[src/rtl/player_hit_ctl.sv]
// player_hit_ctl: enemy-missile vs player overlap detection, life counter, post-hit
// invulnerability window and game-over flag. Define PLAYER_HIT_BLINK_EN to blink the sprite while invulnerable.
module player_hit_ctl #(
    parameter int PLAYER_W      = 48,
    parameter int PLAYER_H      = 32,
    parameter int MISSILE_W     = 4,
    parameter int MISSILE_H     = 12,
    parameter int SCREEN_H      = 768,
    parameter int LIVES_INIT    = 3,
    parameter int INVULN_FRAMES = 120,
    parameter int BLINK_FRAMES  = 8
) (
    input  logic        pclk,
    input  logic        rst,
    input  logic        vsync_in,
    input  logic        restart,
    input  logic [10:0] xpos_player,
    input  logic [10:0] ypos_player,
    input  logic [10:0] en_x_missile_1,
    input  logic [10:0] en_y_missile_1,
    input  logic [10:0] en_x_missile_2,
    input  logic [10:0] en_y_missile_2,
    input  logic [10:0] en_x_missile_3,
    input  logic [10:0] en_y_missile_3,
    output logic [2:0]  lives,
    output logic        player_on,
    output logic        hit_pulse,
    output logic        game_over
);

    typedef enum logic [1:0] {
        ST_ALIVE  = 2'd0,
        ST_INVULN = 2'd1,
        ST_DEAD   = 2'd2
    } state_t;

    localparam logic [11:0] L_PW    = 12'(PLAYER_W);
    localparam logic [11:0] L_PH    = 12'(PLAYER_H);
    localparam logic [11:0] L_MW    = 12'(MISSILE_W);
    localparam logic [11:0] L_MH    = 12'(MISSILE_H);
    localparam logic [11:0] L_SH    = 12'(SCREEN_H);
    localparam logic [2:0]  L_LIVES = 3'(LIVES_INIT);
    localparam logic [7:0]  L_INV   = 8'(INVULN_FRAMES);

    // Coordinates are widened to 12 bits so edge sums near 2047 cannot wrap.
    function automatic logic f_overlap(input logic [10:0] xm, input logic [10:0] ym,
                                       input logic [10:0] xp, input logic [10:0] yp);
        logic [11:0] xm12;
        logic [11:0] ym12;
        logic [11:0] xp12;
        logic [11:0] yp12;
        xm12 = {1'b0, xm};
        ym12 = {1'b0, ym};
        xp12 = {1'b0, xp};
        yp12 = {1'b0, yp};
        return (ym12 < L_SH) &&
               (xm12 + L_MW > xp12) && (xm12 < xp12 + L_PW) &&
               (ym12 + L_MH > yp12) && (ym12 < yp12 + L_PH);
    endfunction

    state_t      r_state;
    state_t      w_state_nxt;
    logic [2:0]  r_ov;
    logic        r_hit_any;
    logic        r_vs_prev;
    logic [2:0]  r_lives;
    logic        r_player_on;
    logic        r_hit_pulse;
    logic        r_game_over;
    logic [7:0]  r_inv_cnt;
    logic [2:0]  w_lives_nxt;
    logic        w_player_on_nxt;
    logic        w_hit_pulse_nxt;
    logic        w_game_over_nxt;
    logic [7:0]  w_inv_cnt_nxt;
    logic [2:0]  w_ov;
    logic        w_frame_tick;
`ifdef PLAYER_HIT_BLINK_EN
    localparam logic [7:0] L_BLINK_LAST = 8'(BLINK_FRAMES - 1);
    logic [7:0]  r_blink_cnt;
    logic [7:0]  w_blink_cnt_nxt;
`endif

    assign w_ov = {f_overlap(en_x_missile_3, en_y_missile_3, xpos_player, ypos_player),
                   f_overlap(en_x_missile_2, en_y_missile_2, xpos_player, ypos_player),
                   f_overlap(en_x_missile_1, en_y_missile_1, xpos_player, ypos_player)};
    assign w_frame_tick = vsync_in & ~r_vs_prev;

    // Overlap and hit-combine pipeline stages plus vsync edge history.
    always_ff @(posedge pclk) begin
        if (rst) begin
            r_ov      <= 3'b000;
            r_hit_any <= 1'b0;
            r_vs_prev <= 1'b0;
        end else if (restart) begin
            r_ov      <= 3'b000;
            r_hit_any <= 1'b0;
            r_vs_prev <= vsync_in;
        end else begin
            r_ov      <= w_ov;
            r_hit_any <= |r_ov;
            r_vs_prev <= vsync_in;
        end
    end

    // State register and registered outputs.
    always_ff @(posedge pclk) begin
        if (rst) begin
            r_state     <= ST_ALIVE;
            r_lives     <= L_LIVES;
            r_player_on <= 1'b1;
            r_hit_pulse <= 1'b0;
            r_game_over <= 1'b0;
            r_inv_cnt   <= 8'd0;
`ifdef PLAYER_HIT_BLINK_EN
            r_blink_cnt <= 8'd0;
`endif
        end else begin
            r_state     <= w_state_nxt;
            r_lives     <= w_lives_nxt;
            r_player_on <= w_player_on_nxt;
            r_hit_pulse <= w_hit_pulse_nxt;
            r_game_over <= w_game_over_nxt;
            r_inv_cnt   <= w_inv_cnt_nxt;
`ifdef PLAYER_HIT_BLINK_EN
            r_blink_cnt <= w_blink_cnt_nxt;
`endif
        end
    end

    // Next-state logic; restart overrides every state.
    always_comb begin
        w_state_nxt = r_state;
        if (restart) begin
            w_state_nxt = ST_ALIVE;
        end else begin
            case (r_state)
                ST_ALIVE: begin
                    if (r_hit_any) begin
                        w_state_nxt = (r_lives > 3'd1) ? ST_INVULN : ST_DEAD;
                    end else begin
                        w_state_nxt = ST_ALIVE;
                    end
                end
                ST_INVULN: begin
                    if (w_frame_tick && (r_inv_cnt <= 8'd1)) begin
                        w_state_nxt = ST_ALIVE;
                    end else begin
                        w_state_nxt = ST_INVULN;
                    end
                end
                ST_DEAD:  w_state_nxt = ST_DEAD;
                default:  w_state_nxt = ST_ALIVE;
            endcase
        end
    end

    // Next values of lives, counters and sprite/status outputs.
    always_comb begin
        w_lives_nxt     = r_lives;
        w_player_on_nxt = r_player_on;
        w_hit_pulse_nxt = 1'b0;
        w_game_over_nxt = r_game_over;
        w_inv_cnt_nxt   = r_inv_cnt;
`ifdef PLAYER_HIT_BLINK_EN
        w_blink_cnt_nxt = r_blink_cnt;
`endif
        if (restart) begin
            w_lives_nxt     = L_LIVES;
            w_player_on_nxt = 1'b1;
            w_game_over_nxt = 1'b0;
            w_inv_cnt_nxt   = 8'd0;
`ifdef PLAYER_HIT_BLINK_EN
            w_blink_cnt_nxt = 8'd0;
`endif
        end else begin
            case (r_state)
                ST_ALIVE: begin
                    if (r_hit_any) begin
                        w_hit_pulse_nxt = 1'b1;
                        if (r_lives > 3'd1) begin
                            w_lives_nxt   = r_lives - 3'd1;
                            w_inv_cnt_nxt = L_INV;
`ifdef PLAYER_HIT_BLINK_EN
                            w_blink_cnt_nxt = 8'd0;
                            w_player_on_nxt = 1'b0;
`else
                            w_player_on_nxt = 1'b1;
`endif
                        end else begin
                            w_lives_nxt     = 3'd0;
                            w_game_over_nxt = 1'b1;
                            w_player_on_nxt = 1'b0;
                        end
                    end else begin
                        w_hit_pulse_nxt = 1'b0;
                    end
                end
                ST_INVULN: begin
                    if (w_frame_tick) begin
                        if (r_inv_cnt <= 8'd1) begin
                            w_inv_cnt_nxt   = 8'd0;
                            w_player_on_nxt = 1'b1;
`ifdef PLAYER_HIT_BLINK_EN
                            w_blink_cnt_nxt = 8'd0;
`endif
                        end else begin
                            w_inv_cnt_nxt = r_inv_cnt - 8'd1;
`ifdef PLAYER_HIT_BLINK_EN
                            if (r_blink_cnt == L_BLINK_LAST) begin
                                w_blink_cnt_nxt = 8'd0;
                                w_player_on_nxt = ~r_player_on;
                            end else begin
                                w_blink_cnt_nxt = r_blink_cnt + 8'd1;
                            end
`else
                            w_player_on_nxt = 1'b1;
`endif
                        end
                    end else begin
                        w_inv_cnt_nxt = r_inv_cnt;
                    end
                end
                ST_DEAD: w_hit_pulse_nxt = 1'b0;
                default: w_hit_pulse_nxt = 1'b0;
            endcase
        end
    end

    assign lives     = r_lives;
    assign player_on = r_player_on;
    assign hit_pulse = r_hit_pulse;
    assign game_over = r_game_over;

endmodule
[config.mk]
export PLATFORM = sky130hd
export DESIGN_NAME = player_hit_ctl
export DESIGN_NICKNAME = d
export VERILOG_FILES = /design/src/rtl/player_hit_ctl.sv
export SDC_FILE = /design/constraint.sdc
export NUM_CORES = 1
export LEC_CHECK = 0
export BUFFER_PORTS_ARGS = -buffer_cell sky130_fd_sc_hd__buf_2
export CAP_MARGIN = 20
export CORE_ASPECT_RATIO = 1.4
export CORE_MARGIN = 2
export CORE_UTILIZATION = 40
export DETAILED_ROUTE_END_ITERATION = 12
export GPL_TIMING_DRIVEN = 0
export HOLD_SLACK_MARGIN = 0.15
export PLACE_DENSITY_LB_ADDON = 0.25
export SYNTH_ARGS = -nofsm -noshare
export SYNTH_HDL_FRONTEND = slang
export SYNTH_SLANG_ARGS = --single-unit
[constraint.sdc]
create_clock -name pclk -period 2.7 [get_ports pclk]
set_input_delay 0.135 -clock pclk [delete_from_list [all_inputs] [get_ports pclk]]
set_output_delay 0.135 -clock pclk [all_outputs]
set_load 0.005 [all_outputs]
# Word level (Yosys, flattened, before mapping)
# Index checks and enable logic that the tools add are counted.
[word_totals]
out_inout_bits = 6
regBits = 21
in_bits = 92
[op_classes]
n_addsub = 10
bitwise = 4
eq_ne = 5
reduce_logical = 22
muxes = 15
n_lt_le_gt_ge = 17
[ops]
columns = ["operator", "n"]
rows = [
  ["greater-than comparator 12 x 11 -> 1 bit", 6],
  ["less-than comparator 11 x 12 -> 1 bit", 6],
  ["adder 11 x 3 -> 12 bit (second input constant)", 3],
  ["adder 11 x 4 -> 12 bit (second input constant)", 3],
  ["less-than comparator 11 x 10 -> 1 bit (second input constant)", 3],
  ["two-way mux 8 bit", 4],
  ["adder 11 x 6 -> 12 bit (second input constant)", 2],
  ["case mux 8 bit (2 select lines)", 1],
  ["logical AND 1 bit", 13],
  ["less-or-equal comparator 8 x 1 -> 1 bit (second input constant)", 1],
  ["subtractor 8 x 1 -> 8 bit (second input constant)", 1],
  ["!= test 2 bit (second input constant)", 3],
  ["case mux 2 bit (3 select lines)", 1],
  ["AND reduction 3 bit", 2],
  ["OR reduction 3 bit", 2],
  ["two-way mux 1 bit", 5],
  ["two-way mux 2 bit", 2],
  ["AND reduction 4 bit", 1],
  ["greater-than comparator 3 x 1 -> 1 bit (second input constant)", 1],
  ["two-way mux 3 bit", 1],
  ["inverter 1 bit", 3],
  ["subtractor 3 x 1 -> 3 bit (second input constant)", 1],
  ["== test 2 x 1 -> 1 bit (second input constant)", 1],
  ["== test 2 bit (second input constant)", 1],
  ["6 further kinds", 6],
]

# Longest topological paths before layout
[logic_depth]
depth_word = 6
ltp_mapped = 12

# Worst setup path before layout
# No wires, ideal clock.
[synth_timing]
kind = "input-to-reg"
startpoint = "input xpos_player[4]"
endpoint = "register r_ov[0]"
t_arrival_ps = 2070
t_required_ps = 2614
setup_time_ps = 86
stages = 12
setup_slack_ps = 545
n_path_buf = 0
cell_sequence = "inv_1 -> ha_1 -> nor3_1 -> nand3_1 -> xnor2_1 -> ha_1 -> nand2_1 -> nor2_1 -> a211oi_1 -> o221ai_1 -> a211o_1 -> a211oi_1"
[synth_between]
elab_chain_len = 5
word_cells_on_any_way = 7
classes_between = "add/sub (1); order compare (2); reduce/logical (4)"
[synth_lines]
columns = ["item", "line_no", "rtl"]
rows = [
  ["start: declaration", "17", "input logic [10:0] xpos_player,"],
  ["adder 11 x 6 -> 12 bit / greater-than comparator 12 x 11 -> 1 bit (equally long branches)", "57", "(xm12 + L_MW > xp12) && (xm12 < xp12 + L_PW) &&"],
  ["less-than comparator 11 x 12 -> 1 bit / logical AND 1 bit (equally long branches)", "57, 56", ""],
  ["logical AND 1 bit * (2 in series)", "57", ""],
  ["logical AND 1 bit *", "58", "(ym12 + L_MH > yp12) && (ym12 < yp12 + L_PH);"],
  ["end signal: assignment", "100", "r_ov <= w_ov;"],
  ["end: declaration", "63", "logic [2:0] r_ov;"],
]
# Mark *: on every way between the ends. The rest lies on a longest branch, timed or not.
# A chain may end at the register's enable or synchronous reset.

# Final worst setup path
[layout_timing]
startpoint = "input en_y_missile_3[2]"
endpoint = "register r_ov[2]"
[layout_between]
elab_chain_len = 5
word_cells_on_any_way = 8
classes_between = "add/sub (1); order compare (3); reduce/logical (4)"
[layout_lines]
columns = ["item", "line_no", "rtl"]
rows = [
  ["start: declaration", "24", "input logic [10:0] en_y_missile_3,"],
  ["branches (longest 4 deep; another with adder 11 x 4 -> 12 bit)", "n/a", ""],
  ["logical AND 1 bit *", "58", ""],
]
# Every way passes the cells marked *.

==> run_results.csv <==
group,metric,value,unit
hold_path,hold_class,"input pin to flop",
global_route,overflow,0,
cts,clock_sinks,21,
detailed_routing,num_vias,4607,
detailed_routing,antenna_left,0,
timing,fin_crit,2450,ps
power,pwr_density_cell,250,mW/mm^2
timing,fmax,408,MHz
cells_and_area,regArea,420,sq um
cells_and_area,drive_gt1_share,17.2,%
power,power_leakage,2.68,nW
floorplan,io-pin-count,98,
synth,yosys_warnings,0,
cts,cts_tree,"built",
power,intPower,830,uW
cts,h-tree-depth,1,
cells_and_area,nNetsFinal,899,
cts,cts_made_buffers,3,
timing,slew_headroom,56.9,%
synth,syn_nets,795,
cells_and_area,final_cells,818,
place,globalplace.congestion,0.854,
synth,ys_types,54,
detailed_routing,wl_per_cell,15.5,um
synth,ys_dominant_reg_cell,"dfxtp_1",
detailed_routing,drt_iter0_markers,109,
place,dp_cells,812,
place,port_buffers,97,
global_route,antenna_found_initial,0,
timing,skew,5.33,ps
detailed_routing,wl,12.7,mm
floorplan,start_util,40.9,%
worst_setup_path,crit_fanout,4,
power,pwr-share-clk,23.2,%
timing,setup_viol,0,
cts,insertion_delay,250,ps
power,p_sw_share,38.4,%
run,maxCapViolCount,0,
timing,rsz0062_at_grt,"no",
synth,synth-seq-cells,21,
global_route,grt_start_max_net_pins,13,
synth,netlist_area,0.00461,sq mm
synth,ys_seq_area_share,9.11,%
cells_and_area,n_fill_cell,1188,
timing,hold_violations,0,
cells_and_area,areaGrowthSynthToFinish,16.9,%
synth,async_reset_ff_share,0,%
synth,syn_inst,571,
cells_and_area,final_util,47.8,%
detailed_routing,via_per_inst,5.63,
synth,synth-edff-count,0,
power,p_sw,517,uW
floorplan,die_y,131,um
cells_and_area,multi_input_area,0.00400,sq mm
global_route,grt_pass1_wl,21.0,mm
status,status,"finished, final reports clean",
power,ir_drop,132,uV
global_route,track_usage,20.9,%
synth,syn-mean-instance-area,8.08,sq um
place,place_hpwl,11.0,mm
detailed_routing,first_pass_iters,5,
worst_setup_path,critPathKind,"input pin to flop",
global_route,grt_pass1_vias,4637,
power,seq_power_share,23.2,%
place,place_area,0.00528,sq mm
floorplan,coreArea,0.0113,sq mm
power,combPwrFrac,53.5,%
worst_setup_path,cp.arrival,2600,ps
worst_setup_path,required,2840,ps
worst_setup_path,worstSetupEndpointType,"flop",
cts,clock_path_buffers,2,
timing,final-max-slew-violation-count,0,
cells_and_area,antenna_cells,0,
cts,clk_pin_slew,50,ps
timing,worstMarginPinSlew,644,ps
detailed_routing,post-route-drc-count,0,
cts,cts_root_buf,"clkbuf_16",
floorplan,die_area,0.0124,sq mm
worst_setup_path,worst_setup_path_start_kind,"input pin",
floorplan,die_w,94.8,um
cells_and_area,design_area,0.00539,sq mm
timing,period_share,90.8,%
floorplan,placementRows,46,
-- worst paths after layout --
check                          start            to  slack, ps  depth (start not counted)
hold reg to reg              r_ov[2]     r_hit_any        450                          2
setup reg to reg        r_inv_cnt[0]  r_inv_cnt[1]        640                          7
hold / removal    en_x_missile_1[10]       r_ov[0]        220                          3
setup / recovery   en_y_missile_3[2]       r_ov[2]        250                         12
-- through the flow --
stage,setup WS (ps),hold WS [ps],power [mW],TNS [ps]
floorplan,545,207,0.780,0
finish,248,223,1.35,0
global placement,-218,317,1.00,-242
global route,27.0,222,1.48,0
CTS,75.2,230,1.36,0
detailed placement,-185,324,1.03,-236
-- timing repair --
action,4_1_cts,5_1_grt
endpoints found under the hold margin,1,0
hold buffers,2,0
gates resized for setup,0,2
buffers inserted,0,0
endpoints found under the setup margin,0,2
-- critical path, stage by stage --
cell and delay, ps:
buf_2 110, inv_1 80, ha_1 250, nor3b_1 340, nand3_1 150, xnor2_1 150
ha_1 300, nand3_1 70, nor2_1 150, o21ai_0 150, a311o_1 400, nor4_1 310
-- power groups by stage --
stage | Clock, mW | Combinational [mW] | Sequential, mW
4_1_cts | 0.322 | 0.722 | 0.313
2_1_floorplan | 0 | 0.461 | 0.319
6_report | 0.313 | 0.721 | 0.313
5_1_grt | 0.331 | 0.834 | 0.313
3_5_place_dp | 0 | 0.713 | 0.320
3_3_place_gp | 0 | 0.684 | 0.320
-- synthesized netlist by cell type (4+ instances only) --
library cell,instances,share of area [%]
ha_1,132,36
inv_1,49,4.0
a21oi_1,45,4.9
xnor2_1,37,7.0
nor2_1,35,2.8
nand3_1,29,3.1
nand2_1,28,2.3
dfxtp_1,21,9.1
o21ai_0,20,2.2
xor2_1,17,3.2
nand4_1,16,2.2
nor2b_1,14,1.9
o211ai_1,13,2.1
nor3_1,12,1.3
a211oi_1,11,1.8
a21o_1,11,1.8
and3_1,11,1.5
o2111ai_1,6,1.1
a41oi_1,4,0.76
o221a_2,4,0.98
or3_1,4,0.54
-- per-layer routing --
| layer | track usage (%) | wire length [um] |
|---|---|---|
| met3 | 1.03 | 462 |
| met1 | 23.9 | 5380 |
| met2 | 42.1 | 6640 |
| met4 | 3.92 | 197 |
| met5 | 0 | 0 |
-- cell type report --
class                      instances  area share (%)
timing repair buffer              99            9.37
sequential                        21            7.80
clock buffer                       3            1.39
buffer                             3           0.510
tap                              144            3.34
inverter                          49            3.41
multi-input combinational        498            74.1
clock inverter                     1          0.0928
-- flip-flops by register name, indices dropped and copies added, names as in the netlist --
name,flops
game_over,1
hit_pulse,1
lives,3
player_on,1
r_hit_any,1
r_inv_cnt,8
r_ov,3
r_state,2
r_vs_prev,1
-- cell usage in the layout, fill, tap and decap left out, types with 20 or more instances in the layout --
cell type  instances
a21oi_1           45
buf_2             98
dfxtp_1           21
ha_1             132
inv_1             49
nand2_1           28
nand3_1           29
nor2_1            35
o21ai_0           20
xnor2_1           36
-- kinds of logic (layout without fill, tap and decap cells) --
group | Yosys count | after routing | synth area share [%]
AND/OR/NAND/NOR | 165 | 165 | 18.8
AO/OA/AOI/OAI | 147 | 147 | 21.4
adder cells (fa/ha/maj) | 132 | 132 | 35.8
XOR/XNOR | 54 | 54 | 10.2
buffers and inverters | 52 | 155 | 4.58
flip-flops | 21 | 21 | 9.11
Power figures use the tool's default switching activity.
